`src/rtl/ext_pipe.sv`:
```
// rtl/ext_pipe.sv - registered immediate/load-data extension unit with 2-entry skid buffer (optional load modes: EXT_PIPE_LOAD_EN)
module ext_pipe #(
    parameter int DATA_W  = 32,
    parameter int IMM_W   = 16,
    parameter int SHAMT_W = 5,
    parameter int LANE_W  = $clog2(DATA_W / 8)
) (
    input  logic               clk,
    input  logic               rst_n,
    input  logic               flush,
    input  logic               in_valid,
    output logic               in_ready,
    input  logic [2:0]         ext_op,
    input  logic [IMM_W-1:0]   imm,
    input  logic [SHAMT_W-1:0] shamt,
    input  logic [DATA_W-1:0]  din,
    input  logic [LANE_W-1:0]  addr,
    output logic               out_valid,
    input  logic               out_ready,
    output logic [DATA_W-1:0]  ext,
    output logic               err,
    output logic [1:0]         count
);

    localparam logic [2:0] OP_SEXT  = 3'd0;
    localparam logic [2:0] OP_ZEXT  = 3'd1;
    localparam logic [2:0] OP_SHAMT = 3'd2;
    localparam logic [2:0] OP_LUI   = 3'd3;
    localparam logic [2:0] OP_LB    = 3'd4;
    localparam logic [2:0] OP_LBU   = 3'd5;
    localparam logic [2:0] OP_LH    = 3'd6;
    localparam logic [2:0] OP_LHU   = 3'd7;

    logic [DATA_W-1:0] res_ext;
    logic              res_err;

    logic [DATA_W-1:0] slot_ext_q [2];
    logic              slot_err_q [2];
    logic              rd_ptr_q, rd_ptr_d;
    logic              wr_ptr_q, wr_ptr_d;
    logic [1:0]        count_q, count_d;

    logic push;
    logic pop;

`ifdef EXT_PIPE_LOAD_EN
    // Shifting by 8*addr lines the addressed byte up at bit 0; for an aligned
    // half-word address 16*(addr>>1) equals 8*addr, so the same shift serves both.
    logic [DATA_W-1:0] load_shifted;
    logic [7:0]        load_byte;
    logic [15:0]       load_half;
    logic              load_unused;

    assign load_shifted = din >> {addr, 3'b000};
    assign load_byte    = load_shifted[7:0];
    assign load_half    = load_shifted[15:0];
    assign load_unused  = ^load_shifted[DATA_W-1:16];
`else
    // Load path removed in this build; the inputs are deliberately ignored.
    logic ext_unused;
    assign ext_unused = ^{din, addr};
`endif

    // Result computation for the request currently offered on the input side.
    always_comb begin
        res_ext = '0;
        res_err = 1'b0;
        case (ext_op)
            OP_SEXT:  res_ext = DATA_W'($signed(imm));
            OP_ZEXT:  res_ext = DATA_W'(imm);
            OP_SHAMT: res_ext = DATA_W'(shamt);
            OP_LUI:   res_ext = DATA_W'(imm) << IMM_W;
`ifdef EXT_PIPE_LOAD_EN
            OP_LB:    res_ext = DATA_W'($signed(load_byte));
            OP_LBU:   res_ext = DATA_W'(load_byte);
            OP_LH, OP_LHU: begin
                if (addr[0]) begin
                    res_ext = '0;
                    res_err = 1'b1;
                end else if (ext_op == OP_LH) begin
                    res_ext = DATA_W'($signed(load_half));
                end else begin
                    res_ext = DATA_W'(load_half);
                end
            end
`else
            OP_LB, OP_LBU, OP_LH, OP_LHU: begin
                res_ext = '0;
                res_err = 1'b1;
            end
`endif
            default: begin
                res_ext = '0;
                res_err = 1'b1;
            end
        endcase
    end

    // Handshake: acceptance depends only on registered occupancy, flush voids both sides.
    assign in_ready  = (count_q != 2'd2);
    assign out_valid = (count_q != 2'd0);
    assign push      = in_valid & in_ready & ~flush;
    assign pop       = out_valid & out_ready & ~flush;
    assign count     = count_q;
    assign ext       = out_valid ? slot_ext_q[rd_ptr_q] : '0;
    assign err       = out_valid ? slot_err_q[rd_ptr_q] : 1'b0;

    // Next-state for pointers and occupancy.
    always_comb begin
        rd_ptr_d = rd_ptr_q;
        wr_ptr_d = wr_ptr_q;
        count_d  = count_q;
        if (flush) begin
            rd_ptr_d = 1'b0;
            wr_ptr_d = 1'b0;
            count_d  = 2'd0;
        end else begin
            if (push) wr_ptr_d = ~wr_ptr_q;
            if (pop)  rd_ptr_d = ~rd_ptr_q;
            case ({push, pop})
                2'b10:   count_d = count_q + 2'd1;
                2'b01:   count_d = count_q - 2'd1;
                default: count_d = count_q;
            endcase
        end
    end

    // Pointer and occupancy registers.
    always_ff @(posedge clk or negedge rst_n) begin
        if (!rst_n) begin
            rd_ptr_q <= 1'b0;
            wr_ptr_q <= 1'b0;
            count_q  <= 2'd0;
        end else begin
            rd_ptr_q <= rd_ptr_d;
            wr_ptr_q <= wr_ptr_d;
            count_q  <= count_d;
        end
    end

    // Slot storage: capture the computed result into the write slot on push.
    always_ff @(posedge clk or negedge rst_n) begin
        if (!rst_n) begin
            slot_ext_q[0] <= '0;
            slot_ext_q[1] <= '0;
            slot_err_q[0] <= 1'b0;
            slot_err_q[1] <= 1'b0;
        end else if (push) begin
            slot_ext_q[wr_ptr_q] <= res_ext;
            slot_err_q[wr_ptr_q] <= res_err;
        end
    end

endmodule

```
`config.mk`:
```
export PLATFORM = sky130hd
export DESIGN_NAME = ext_pipe
export DESIGN_NICKNAME = d
export VERILOG_FILES = /design/src/rtl/ext_pipe.sv
export SDC_FILE = /design/constraint.sdc
export NUM_CORES = 1
export LEC_CHECK = 0
export ABC_CLOCK_PERIOD_IN_PS = 2200
export BUFFER_PORTS_ARGS = -buffer_cell sky130_fd_sc_hd__buf_4
export CELL_PAD_IN_SITES_DETAIL_PLACEMENT = 0
export CELL_PAD_IN_SITES_GLOBAL_PLACEMENT = 2
export CORE_MARGIN = 2
export CORE_UTILIZATION = 33
export CTS_CLUSTER_DIAMETER = 50
export DETAILED_ROUTE_END_ITERATION = 8
export GPL_ROUTABILITY_DRIVEN = 0
export GPL_TIMING_DRIVEN = 0
export PLACE_DENSITY = 0.84
export REMOVE_ABC_BUFFERS = 1
export SKIP_LAST_GASP = 1
export SYNTH_ARGS = -nofsm -noshare
export SYNTH_HDL_FRONTEND = slang
export SYNTH_SLANG_ARGS = --single-unit
```
`constraint.sdc`:
```
create_clock -name clk -period 2.2 [get_ports clk]
set_input_delay 0.66 -clock clk [delete_from_list [all_inputs] [get_ports clk]]
set_output_delay 0.66 -clock clk [all_outputs]
set_load 0.05 [all_outputs]
```
* Word level (Yosys, flattened, before mapping)
Index checks and enable logic that the tools add are counted.
** Cells by class
- $add $sub $neg :: 2
- Magnitude comparators :: 3
- Equality and inequality tests :: 10
- Multiplexer cells :: 22
- Bitwise operators :: 9
- Reduce and logical (&&, ||, !) cells :: 7
** Operators by type and width (count)
- two-way mux 32 bit :: 5
- case mux 32 bit (5 select lines) :: 1
- bitwise mux 64 bit :: 1
- demux 32 bit (select 1 bit) :: 1
- == test 3 bit, second input constant :: 4
- two-way mux 1 bit :: 10
- == test 3 x 2 -> 1 bit, second input constant :: 2
- nonzero test 2 bit :: 3
- AND 1 bit :: 4
- greater-or-equal comparator 2 bit, second input constant :: 2
- NOT 1 -> 2 bit :: 2
- case mux 2 bit (2 select lines) :: 1
- OR reduction 4 bit :: 1
- == test 3 x 1 -> 1 bit, second input constant :: 1
- logical NOT 3 bit :: 1
- NOT 1 bit :: 3
- nonzero test 3 bit :: 1
- adder 2 x 1 -> 2 bit, second input constant :: 1
- bitwise mux 2 bit :: 1
- == test 2 x 1 -> 1 bit, second input constant :: 1
- == test 2 bit, second input constant :: 1
- less-than comparator 2 x 1 -> 1 bit, second input constant :: 1
- two-way mux 2 bit :: 1
- inequality test 2 bit, second input constant :: 1
- other kinds (3) :: 3
** Word-level totals
- Bits in registers :: 70
- Bits of input ports :: 63
- Output and inout port bits :: 37
- Word-level logic and storage cells :: 60

* Logic depth before layout (Yosys ltp)
Gate-level depths: netlist of the first run.
- Word-level depth :: 6
- Gate-level depth with buffers :: 6
- Gate-level depth less buffers :: 4

* Worst setup path before layout of the first run
No wires, ideal clock.
- Path type :: flip-flop to output port
- Start :: register count_q[0] (netlist: count[0])
- End :: output port ext[10]
- Arrival time :: 1.852 ns
- Data required time :: 1.540 ns
- Slack :: -0.312 ns
- Stages on the path, launching flop included :: 4
- Path buffers :: 1
- Cells stage by stage :: dfrtp_1 nor2_1 clkbuf_1 nor2_1
** Between the ends
- Longest elaborated chain between the ends :: 2
** Ends and longest elaborated chain
- start, declared :: RTL line 41 : logic [1:0] count_q, count_d;
- start signal, assigned :: RTL line 137 : count_q <= count_d;
- nonzero test 2 bit :: RTL line 101 : assign out_valid = (count_q != 2'd0);
- two-way mux 32 bit :: RTL line 105 : assign ext = out_valid ? slot_ext_q[rd_ptr_q] : '0;
- end, declared :: RTL line 20 : output logic [DATA_W-1:0] ext,
Every way passes these cells.

* Worst setup path in the final report of the first run
- Start :: register rd_ptr_q
- End :: output port ext[20]
** Between the ends
- Longest elaborated chain between the ends :: 5
** Ends and longest elaborated chain
- start, declared :: RTL line 39 : logic rd_ptr_q, rd_ptr_d;
- start signal, assigned :: RTL line 135 : rd_ptr_q <= rd_ptr_d;
- NOT 1 -> 2 bit (implied by the code) :: RTL line 105
- two-way mux 32 bit (implied by the code) (3 in series) :: RTL line 105
- two-way mux 32 bit :: RTL line 105
Every way passes these cells. The select of a mux whose other input is x is not followed.

==> flow_summary.json, run 1 <==
{
  "post_synth_instance_area_mm2": 0.00353,
  "routed-via-count": 2450,
  "worst_ep_arrival_time_ps": 1540,
  "grt_pass1_wl_um": 13400,
  "cellLeakagePower_nw": 2.23,
  "path_delay_family": "flip-flops",
  "clk_latency_ps": 340,
  "grt_setup_unrepaired": "yes",
  "critical_path_cell_count": 4,
  "cts-root-buf": "sky130_fd_sc_hd__clkbuf_8",
  "synthesis.yosys.warnings": 0,
  "final_max_slew_viol_count": 0,
  "critical_path_required_ps": 1540,
  "fin_crit_ps": 2200,
  "synth.area.top_cells": "sky130_fd_sc_hd__dfrtp_1 (50%), sky130_fd_sc_hd__mux2_2 (17%), sky130_fd_sc_hd__mux2i_1 (11%)",
  "final_net_count": 427,
  "worstRegToRegCells": 4,
  "cts_buffers": 9,
  "ir_worst_vdd_v": 0.000314,
  "synth_enable_flop_cells": 0,
  "worst_setup_path_end_kind": "output port",
  "grt_antenna_before_repair": 0,
  "final.hold.worst_slack_ps": 446,
  "firstDrtPassIters": 4,
  "classification_of_the_worst_slack_hold_path": "primary input to async pin",
  "grt.total_usage_pct": 15.2,
  "synthesis.instances": 292,
  "wire_per_inst_um": 17.0,
  "placedInstanceArea_mm2": 0.00414,
  "gr-total-overflow": 0,
  "final.fill_count": 987,
  "synthesis.area_per_instance_um2": 12.1,
  "run_status": "complete, but fails checks",
  "synth.lib_cells_used.distinct": 32,
  "grt_busiest_layer": "met2",
  "layout.core_utilization_pct": 43.9,
  "port_buffers": 65,
  "yosys_register_bits": 70,
  "multi_input_comb_area_mm2": 0.00168,
  "yosysTopAreaCell": "sky130_fd_sc_hd__dfrtp_1",
  "r2r-end": "slot_ext_q[22]",
  "met2_track_utilization_from_global_routing_pct": 25.2,
  "die_x_um": 107,
  "tritoncts": "built",
  "ordered_list_of_cells_on_the_worst_path": "clkbuf_16, mux2i_1, nor2_1, buf_6",
  "seq_area_mm2": 0.00176,
  "drtAntennaViolNets": 0,
  "floorplan_core_area_mm2": 0.0104,
  "rows": 37,
  "drt_first_iter_violations": 63,
  "fin_skew_ps": 5.20,
  "crit_path_start": "rd_ptr_q",
  "fin_crit_sh_pct": 100,
  "die_y_um": 107,
  "ctsLongestPathBuffers": 2,
  "area_delta_synth_final_pct": 28.9,
  "fin_ws_ps": -2.11,
  "total_length_of_routed_wires_um": 8580,
  "cellPowerDensity_mw_per_mm2": 782,
  "dp_hpwl_um": 5130,
  "drc": 0,
  "cts.hold.buffers_added": 0,
  "finalSetupTns_ps": -2.11,
  "worst_max_slew_pin_slew_ps": 1000,
  "timing.fmax_mhz": 454,
  "grt_pass1_vias": 2640,
  "async_flop_share_pct": 100,
  "violated_checks": "setup timing",
  "critical_path.startpoint_type": "flip-flop",
  "num_antenna_cells": 0,
  "hold_violations": 0,
  "worstSetupPathType": "flip-flop to output port",
  "yosys_most_used_dff": "sky130_fd_sc_hd__dfrtp_1",
  "die_area_mm2": 0.0116,
  "final-setup-viol-count": 1,
  "worst_setup_hold_path_clk_slew_ps": 80,
  "r2r-start": "count[1]",
  "regToRegSetupSlack_ps": 420,
  "endpoint": "ext[20]",
  "number_of_vias_per_cell": 4.85,
  "synth_seq_area_share_pct": 49.6,
  "cts.sink_count": 70,
  "num_io_pins": 100,
  "slowest_delay_ps": 460,
  "grt_start_max_net_pins": 71,
  "globalRouteMet1Util_pct": 19.6,
  "cts_max_level": 3,
  "met3_usage_pct": 2.48,
  "crit_buf_inv": 2,
  "path_max_fanout": 13,
  "final_cell_area_mm2": 0.00455,
  "floorplan.initialDensity_pct": 34.1,
  "timing.max_slew.rel_slack_pct": 32.8,
  "final_layout_size_suffix_gt1_share_pct": 43.9,
  "slowest_stage": "sky130_fd_sc_hd__dfrtp_2",
  "yosys.area.top_type_share_pct": 49.6,
  "drv.max_cap_violation_count": 0
}
## what timing repair did
| item | 4_1_cts | 5_1_grt |
|---|---|---|
| setup endpoints to repair | 72 | 28 |
| buffers inserted | 6 | 4 |
| endpoints found under the hold margin | 0 | 0 |
| pin swaps | 3 | 1 |
| gates resized for setup | 5 | 4 |
| cloned | 1 | 1 |
## flip-flops by register name (all words and copies together), names as in the netlist
signal,flops
count,2
wr_ptr_q,1
slot_err_q,2
slot_ext_q,64
rd_ptr_q,1
## final cells by class
class / instances / area share [%]
flip-flops and latches: 70 / 38.6
well taps: 136 / 3.74
inverters: 8 / 0.660
clock buffers: 9 / 2.72
multi-input cells: 197 / 36.9
repair buffers: 78 / 14.9
clock inverters: 7 / 2.47
## report_power, final
group          internal [mW]  total (mW)  leakage (nW)  switching [mW]
sequential              1.45        1.55         0.934          0.0974
clock                  0.747        1.23         0.119           0.480
combinational          0.360       0.780          1.17           0.420
total                   2.56        3.56          2.23           0.997
## cell usage in the layout (no fill, tap or decap), types with 3 or more instances in the layout
| master | instances |
|---|---|
| sky130_fd_sc_hd__mux2_2 | 54 |
| sky130_fd_sc_hd__and2_1 | 11 |
| sky130_fd_sc_hd__dfrtp_2 | 3 |
| sky130_fd_sc_hd__inv_1 | 7 |
| sky130_fd_sc_hd__mux2i_2 | 3 |
| sky130_fd_sc_hd__clkbuf_8 | 9 |
| sky130_fd_sc_hd__bufinv_16 | 3 |
| sky130_fd_sc_hd__a21o_1 | 16 |
| sky130_fd_sc_hd__buf_4 | 70 |
| sky130_fd_sc_hd__nor2_1 | 35 |
| sky130_fd_sc_hd__a21oi_1 | 4 |
| sky130_fd_sc_hd__dfrtp_1 | 67 |
| sky130_fd_sc_hd__buf_12 | 4 |
| sky130_fd_sc_hd__mux2i_1 | 36 |
| sky130_fd_sc_hd__clkinv_2 | 3 |
| sky130_fd_sc_hd__nor2b_1 | 6 |
| sky130_fd_sc_hd__o2bb2ai_1 | 5 |
| sky130_fd_sc_hd__o22ai_1 | 5 |
## per-stage QoR
stage | std cells | setup slack (ps) | power (mW)
floorplan | 274 | -806 | 2.03
global placement | 475 | -1540 | 2.26
detailed placement | 477 | -309 | 2.29
CTS | 500 | 5.64 | 3.56
global route | 505 | -30.6 | 3.73
finish | 505 | -2.11 | 3.56
## per-layer routing
layer	share of wire, %	wire (µm)
met2	49	4200
met4	2.3	196
met3	3.2	276
met5	0	0
met1	46	3910
## how the worst min path moves through the flow
stage / depth (start not counted) / slack, ps / endpoint
6_report: 1 / 450 / slot_ext_q[34]
3_3_place_gp: 1 / 470 / slot_ext_q[44]
4_1_cts: 1 / 470 / slot_ext_q[45]
2_1_floorplan: 0 / 360 / count[0]
5_1_grt: 1 / 510 / slot_ext_q[34]
3_5_place_dp: 1 / 470 / slot_ext_q[3]
## synthesized netlist by cell type, drive strengths merged (2+ instances only)
master	n
o22ai	5
inv	8
mux2i	39
o2bb2ai	5
a21o	16
clkbuf	5
nor3b	2
and2	11
buf	13
o21ai	2
nor2	36
a21oi	4
nor2b	7
mux2	56
dfrtp	70
xor2	2
## kinds of logic (layout without fill, tap and decap cells)
family	Yosys count	count (layout)	synth area share, %
buf+inv	26	102	3.93
mux	95	95	28.9
compound gates	33	33	6.59
flops	70	70	49.6
simple gates	66	67	10.5
xor+xnor	2	2	0.496
## worst register-to-register path: cells and delay by family, from the launching register on
family | cells | cell delay [ps]
buffers and inverters | 1 | 90
flip-flops | 1 | 490
AND/OR/NAND/NOR | 2 | 660
multiplexers | 1 | 420
(Power assumes the default switching activity.)
==> run 2: changes to the inputs <==
CELL_PAD_IN_SITES_DETAIL_PLACEMENT = default   (was 0)
CELL_PAD_IN_SITES_GLOBAL_PLACEMENT = default   (was 2)
MAX_ROUTING_LAYER = met4   (was default)
PLACE_DENSITY = 0.6   (was 0.84)
==> flow_summary.json, run 2 (synthesis gave the netlist of run 1 again) <==
{
  "final.hold.worst_slack_ps": 435,
  "final-setup-viol-count": 0,
  "cellPowerDensity_mw_per_mm2": 755,
  "firstDrtPassIters": 5,
  "final_max_slew_viol_count": 0,
  "layout_common_cells": "sky130_fd_sc_hd__dfrtp_1 (67), sky130_fd_sc_hd__mux2_2 (54), sky130_fd_sc_hd__buf_4 (53)",
  "tritoncts": "built",
  "die_y_um": 107,
  "routedLengthMet1_um": 3750,
  "fin_ws_ps": 10.6,
  "rows": 37,
  "largest_register_ff_count": 64,
  "clk_latency_ps": 330,
  "fin_crit_ps": 2190,
  "final_layout_size_suffix_gt1_share_pct": 42.8,
  "critical_path_cell_count": 4,
  "wl_met2_um": 4260,
  "final_net_count": 421,
  "worstSetupPathType": "flip-flop to output port",
  "dp_hpwl_um": 5210,
  "clockPowerShare_pct": 31.8,
  "fin_skew_ps": 7.06,
  "ctsLongestPathBuffers": 2,
  "largest_register": "slot_ext_q",
  "grt_setup_unrepaired": "yes",
  "drv.max_cap_violation_count": 0,
  "path_delay_family": "flip-flops",
  "worstRegToRegCells": 4,
  "num_antenna_cells": 0,
  "number_of_vias_per_cell": 4.89,
  "crit_buf_inv": 2,
  "ir_worst_vdd_v": 0.000304,
  "worst_setup_hold_path_clk_slew_ps": 70,
  "worst_ep_arrival_time_ps": 1530,
  "seq_power_share_pct": 45.6,
  "final.fill_count": 1022,
  "port_buffers": 65,
  "run_status": "finished clean",
  "total_length_of_routed_wires_um": 8380,
  "floorplan.initialDensity_pct": 34.1,
  "hold_violations": 0,
  "timing.max_slew.rel_slack_pct": 33.7,
  "cts_max_level": 3,
  "grt_pass1_wl_um": 13800,
  "worst_max_slew_pin_slew_ps": 990,
  "grt_antenna_before_repair": 0,
  "grt_start_max_net_pins": 71,
  "num_io_pins": 100,
  "combPwrFrac_pct": 22.6,
  "die_area_mm2": 0.0116,
  "cellLeakagePower_nw": 2.19,
  "critical_path.startpoint_type": "flip-flop",
  "slowest_delay_ps": 510,
  "multi_input_comb_area_mm2": 0.00168,
  "total_switching_power_mw": 0.965,
  "preCtsSetupSlack_ps": -268,
  "r2r-end": "slot_ext_q[63]",
  "gr-total-overflow": 0,
  "floorplan_core_area_mm2": 0.0104,
  "finalPower_mw": 3.40,
  "cts_buffers": 9,
  "drc": 0,
  "die_x_um": 107,
  "fin_crit_sh_pct": 99.5,
  "final_cells": 498,
  "cts-root-buf": "sky130_fd_sc_hd__clkbuf_8",
  "ordered_list_of_cells_on_the_worst_path": "buf_12, mux2i_1, nor2_1, buf_6",
  "routed-via-count": 2436,
  "crit_path_start": "rd_ptr_q",
  "critical_path_required_ps": 1540,
  "met3WireLength_um": 270,
  "drt_first_iter_violations": 97,
  "power.switching_fraction_pct": 28.4,
  "drtAntennaViolNets": 0,
  "r2r-start": "count[1]",
  "internal_portion_of_total_power_mw": 2.44,
  "worst_setup_path_end_kind": "output port",
  "grt_pass1_vias": 2685,
  "finalSetupTns_ps": 0,
  "classification_of_the_worst_slack_hold_path": "primary input to async pin",
  "area_delta_synth_final_pct": 27.5,
  "timing.fmax_mhz": 457,
  "endpoint": "ext[6]",
  "regToRegSetupSlack_ps": 260,
  "final_common_cell": "sky130_fd_sc_hd__dfrtp_1",
  "wire_per_inst_um": 16.8,
  "slowest_stage": "sky130_fd_sc_hd__dfrtp_4",
  "cts.sink_count": 70,
  "routed.top_layer": "met4",
  "grt.total_usage_pct": 16.1,
  "placedCellCount": 478,
  "cts.hold.buffers_added": 0,
  "path_max_fanout": 21,
  "seq_area_mm2": 0.00176
}
## run 2: cell types whose count changed in the layout (fill, tap and decap cells not counted), moves of 2 or more
| cell | change |
|---|---|
| sky130_fd_sc_hd__nor2_1 | -3 |
| sky130_fd_sc_hd__nor2_2 | +3 |
| sky130_fd_sc_hd__mux2i_2 | -2 |
| sky130_fd_sc_hd__buf_8 | +2 |
| sky130_fd_sc_hd__buf_4 | -17 |
| sky130_fd_sc_hd__mux2i_1 | +2 |
| sky130_fd_sc_hd__buf_6 | +10 |
## run 2: through the flow
stage	area [µm²]	util, %
3_3_place_gp	4080	39.4
6_report	4500	43.4
3_5_place_dp	4140	39.9
5_1_grt	4500	43.4
2_1_floorplan	3420	-
4_1_cts	4460	43.0
## run 2: worst register-to-register path, delay by kind of cell, from the launching register on
kind | cells | cell delay, ps
simple gates | 2 | 730
buf+inv | 1 | 240
mux | 1 | 350
flops | 1 | 500
## run 2: timing repair
item | CTS | global route
setup endpoints to repair | 52 | 15
buffers inserted | 4 | 0
gates cloned | 1 | 0
pin swaps | 2 | 0
hold endpoints to repair | 0 | 0
resized for setup | 8 | 13
## run 2: power groups by stage
stage	combinational (mW)	clock (mW)	sequential, mW
global route	0.834	1.17	1.57
detailed placement	0.712	0	1.58
CTS	0.769	1.11	1.55
floorplan	0.464	0	1.57
finish	0.768	1.08	1.55
global placement	0.675	0	1.58
## run 2: how the worst min path moves through the flow
stage | startpoint | end | slack [ps] | depth (start not counted)
floorplan | rst_n | count[0] | 360 | 0
global placement | slot_ext_q[44] | slot_ext_q[44] | 470 | 1
detailed placement | slot_ext_q[2] | slot_ext_q[2] | 470 | 1
CTS | rst_n | slot_ext_q[55] | 480 | 1
global route | slot_ext_q[2] | slot_ext_q[2] | 510 | 1
finish | rst_n | slot_ext_q[0] | 440 | 1
## run 2: layout make-up
class	count	share of cell area [%]
Clock buffer	10	2.83
Sequential cell	70	39.0
Multi-Input combinational cell	197	37.3
Inverter	8	0.667
Clock inverter	5	1.67
Tap cell	136	3.78
Timing Repair Buffer	72	14.7
## run 2: per-layer routing
metal | vias to the layer above | global-route usage, %
li1 | 1149 | -
met2 | 50 | 27.6
met1 | 1226 | 19.4
met3 | 11 | 2.54
met5 | - | -
met4 | 0 | 5.22
==> run 3: changes to the inputs <==
==> constraint.sdc (replaced) <==
create_clock -name clk -period 2.2 [get_ports clk]
set_input_delay 0.22 -clock clk [delete_from_list [all_inputs] [get_ports clk]]
set_output_delay 0.22 -clock clk [all_outputs]
set_load 0.05 [all_outputs]
==> flow_summary.json, run 3 (synthesis gave the netlist of run 1 again) <==
{
  "worst_setup_hold_path_clk_slew_ps": 70,
  "cts.sink_count": 70,
  "final-setup-viol-count": 0,
  "num_antenna_cells": 0,
  "worst_ep_arrival_time_ps": 2230,
  "routed-via-count": 2412,
  "grt_pass1_wl_um": 13400,
  "die_y_um": 107,
  "floorplan.initialDensity_pct": 34.1,
  "cts_max_level": 3,
  "ctsLongestPathBuffers": 2,
  "final_net_count": 417,
  "fin_crit_ps": 2020,
  "fin_crit_sh_pct": 91.7,
  "preCtsSetupSlack_ps": 1.02,
  "grt_antenna_before_repair": 0,
  "cellLeakagePower_nw": 2.14,
  "grt.total_usage_pct": 15.4,
  "worstRegToRegCells": 4,
  "number_of_vias_per_cell": 4.88,
  "drtAntennaViolNets": 0,
  "classification_of_the_worst_slack_hold_path": "primary input to async pin",
  "wire_per_inst_um": 16.5,
  "final.hold.worst_slack_ps": -8.74,
  "port_buffers": 65,
  "die_area_mm2": 0.0116,
  "rows": 37,
  "final_cells": 494,
  "drt_first_iter_violations": 52,
  "total_length_of_routed_wires_um": 8160,
  "placedInstanceArea_mm2": 0.00414,
  "run_status": "complete, but fails checks",
  "tritoncts": "built",
  "path_max_fanout": 12,
  "clk_latency_ps": 340,
  "floorplan_core_area_mm2": 0.0104,
  "worst_setup_path_end_kind": "flip-flop",
  "r2r-start": "count[0]",
  "grt_setup_unrepaired": "no",
  "gr-total-overflow": 0,
  "num_io_pins": 100,
  "final_cell_area_mm2": 0.00436,
  "post-cts-setup-buffer-count": 0,
  "dp_hpwl_um": 5210,
  "finalPower_mw": 3.34,
  "hold_violations": 4,
  "critical_path.startpoint_type": "flip-flop",
  "layout_common_cells": "sky130_fd_sc_hd__dfrtp_1 (69), sky130_fd_sc_hd__buf_4 (65), sky130_fd_sc_hd__mux2_2 (54)",
  "violated_checks": "hold timing",
  "final.fill_count": 1033,
  "grt_pass1_vias": 2644,
  "drc": 0,
  "layout.core_utilization_pct": 42.1,
  "cellPowerDensity_mw_per_mm2": 766,
  "cts_buffers": 9,
  "worst_max_slew_pin_slew_ps": 982,
  "final_common_cell": "sky130_fd_sc_hd__dfrtp_1",
  "drv.max_cap_violation_count": 0,
  "ir_worst_vdd_v": 0.000299,
  "final_max_slew_viol_count": 0,
  "largest_register": "slot_ext_q",
  "r2r-end": "slot_ext_q[62]",
  "firstDrtPassIters": 4,
  "placedCellCount": 478,
  "area_delta_synth_final_pct": 23.5,
  "worstSetupPathType": "flip-flop to flip-flop",
  "regToRegSetupSlack_ps": 180,
  "cts-root-buf": "sky130_fd_sc_hd__clkbuf_8",
  "timing.fmax_mhz": 496,
  "largest_register_ff_count": 64,
  "final_layout_size_suffix_gt1_share_pct": 40.5,
  "fin_ws_ps": 183,
  "die_x_um": 107,
  "fin_skew_ps": 7.57,
  "critical_path_required_ps": 2420,
  "grt_start_max_net_pins": 71,
  "timing.max_slew.rel_slack_pct": 34.2
}
==> run 3: how the worst max path moves through the flow <==
stage | start | endpoint | slack, ps | depth (start not counted)
2_1_floorplan | count[0] | out_valid | -370 | 2
3_3_place_gp | count[0] | ext[11] | -1040 | 3
3_5_place_dp | count[1] | slot_ext_q[29] | 1 | 4
4_1_cts | count[0] | ext[11] | -70 | 3
5_1_grt | count[0] | slot_ext_q[62] | 50 | 4
6_report | count[0] | slot_ext_q[62] | 180 | 4
==> run 3: layout make-up <==
cell class	count	area [µm²]	area share, %
flip-flops and latches	70	1750	40.2
well taps	136	170	3.90
clock buffers	10	128	2.93
multi-input cells	197	1670	38.3
repair buffers	68	538	12.3
inverters	8	30.0	0.688
clock inverters	5	75.1	1.72
==> run 3: power by group <==
part	internal [mW]	switching [mW]	total, mW	leakage (nW)
clock network	0.626	0.450	1.08	0.106
registers	1.45	0.105	1.56	0.937
logic	0.317	0.390	0.707	1.10
==> run 3: repair_timing <==
| item | in CTS | in global routing |
|---|---|---|
| gates cloned | 0 | 1 |
| endpoints found under the hold margin | 0 | 0 |
| endpoints found under the setup margin | 27 | 34 |
| pin swaps | 0 | 1 |
| hold buffers | 0 | 0 |
| resized for setup | 1 | 1 |
==> run 3: per-stage QoR <==
step / setup TNS, ps / hold WS, ps
final: 0 / -8.74
after detailed placement: 0 / 402
after CTS: -301 / 37.5
after global placement: -38880 / 386
after floorplan: -12610 / -75.6
after global routing: 0 / 70.7
==> run 3: critical path: stages (launching register included) <==
cell and delay (ps):
sky130_fd_sc_hd__dfrtp_1 630, sky130_fd_sc_hd__nor2b_4 110, sky130_fd_sc_hd__nor3_4 550, sky130_fd_sc_hd__buf_8 240, sky130_fd_sc_hd__mux2_2 350
==> run 3: routing by layer <==
metal	vias up	wire length, µm	global-route usage (%)
li1	1140	-	-
met1	1216	3530	18.2
met2	48	4240	26.8
met3	8	277	2.54
met4	0	104	5.22
met5	-	0	-
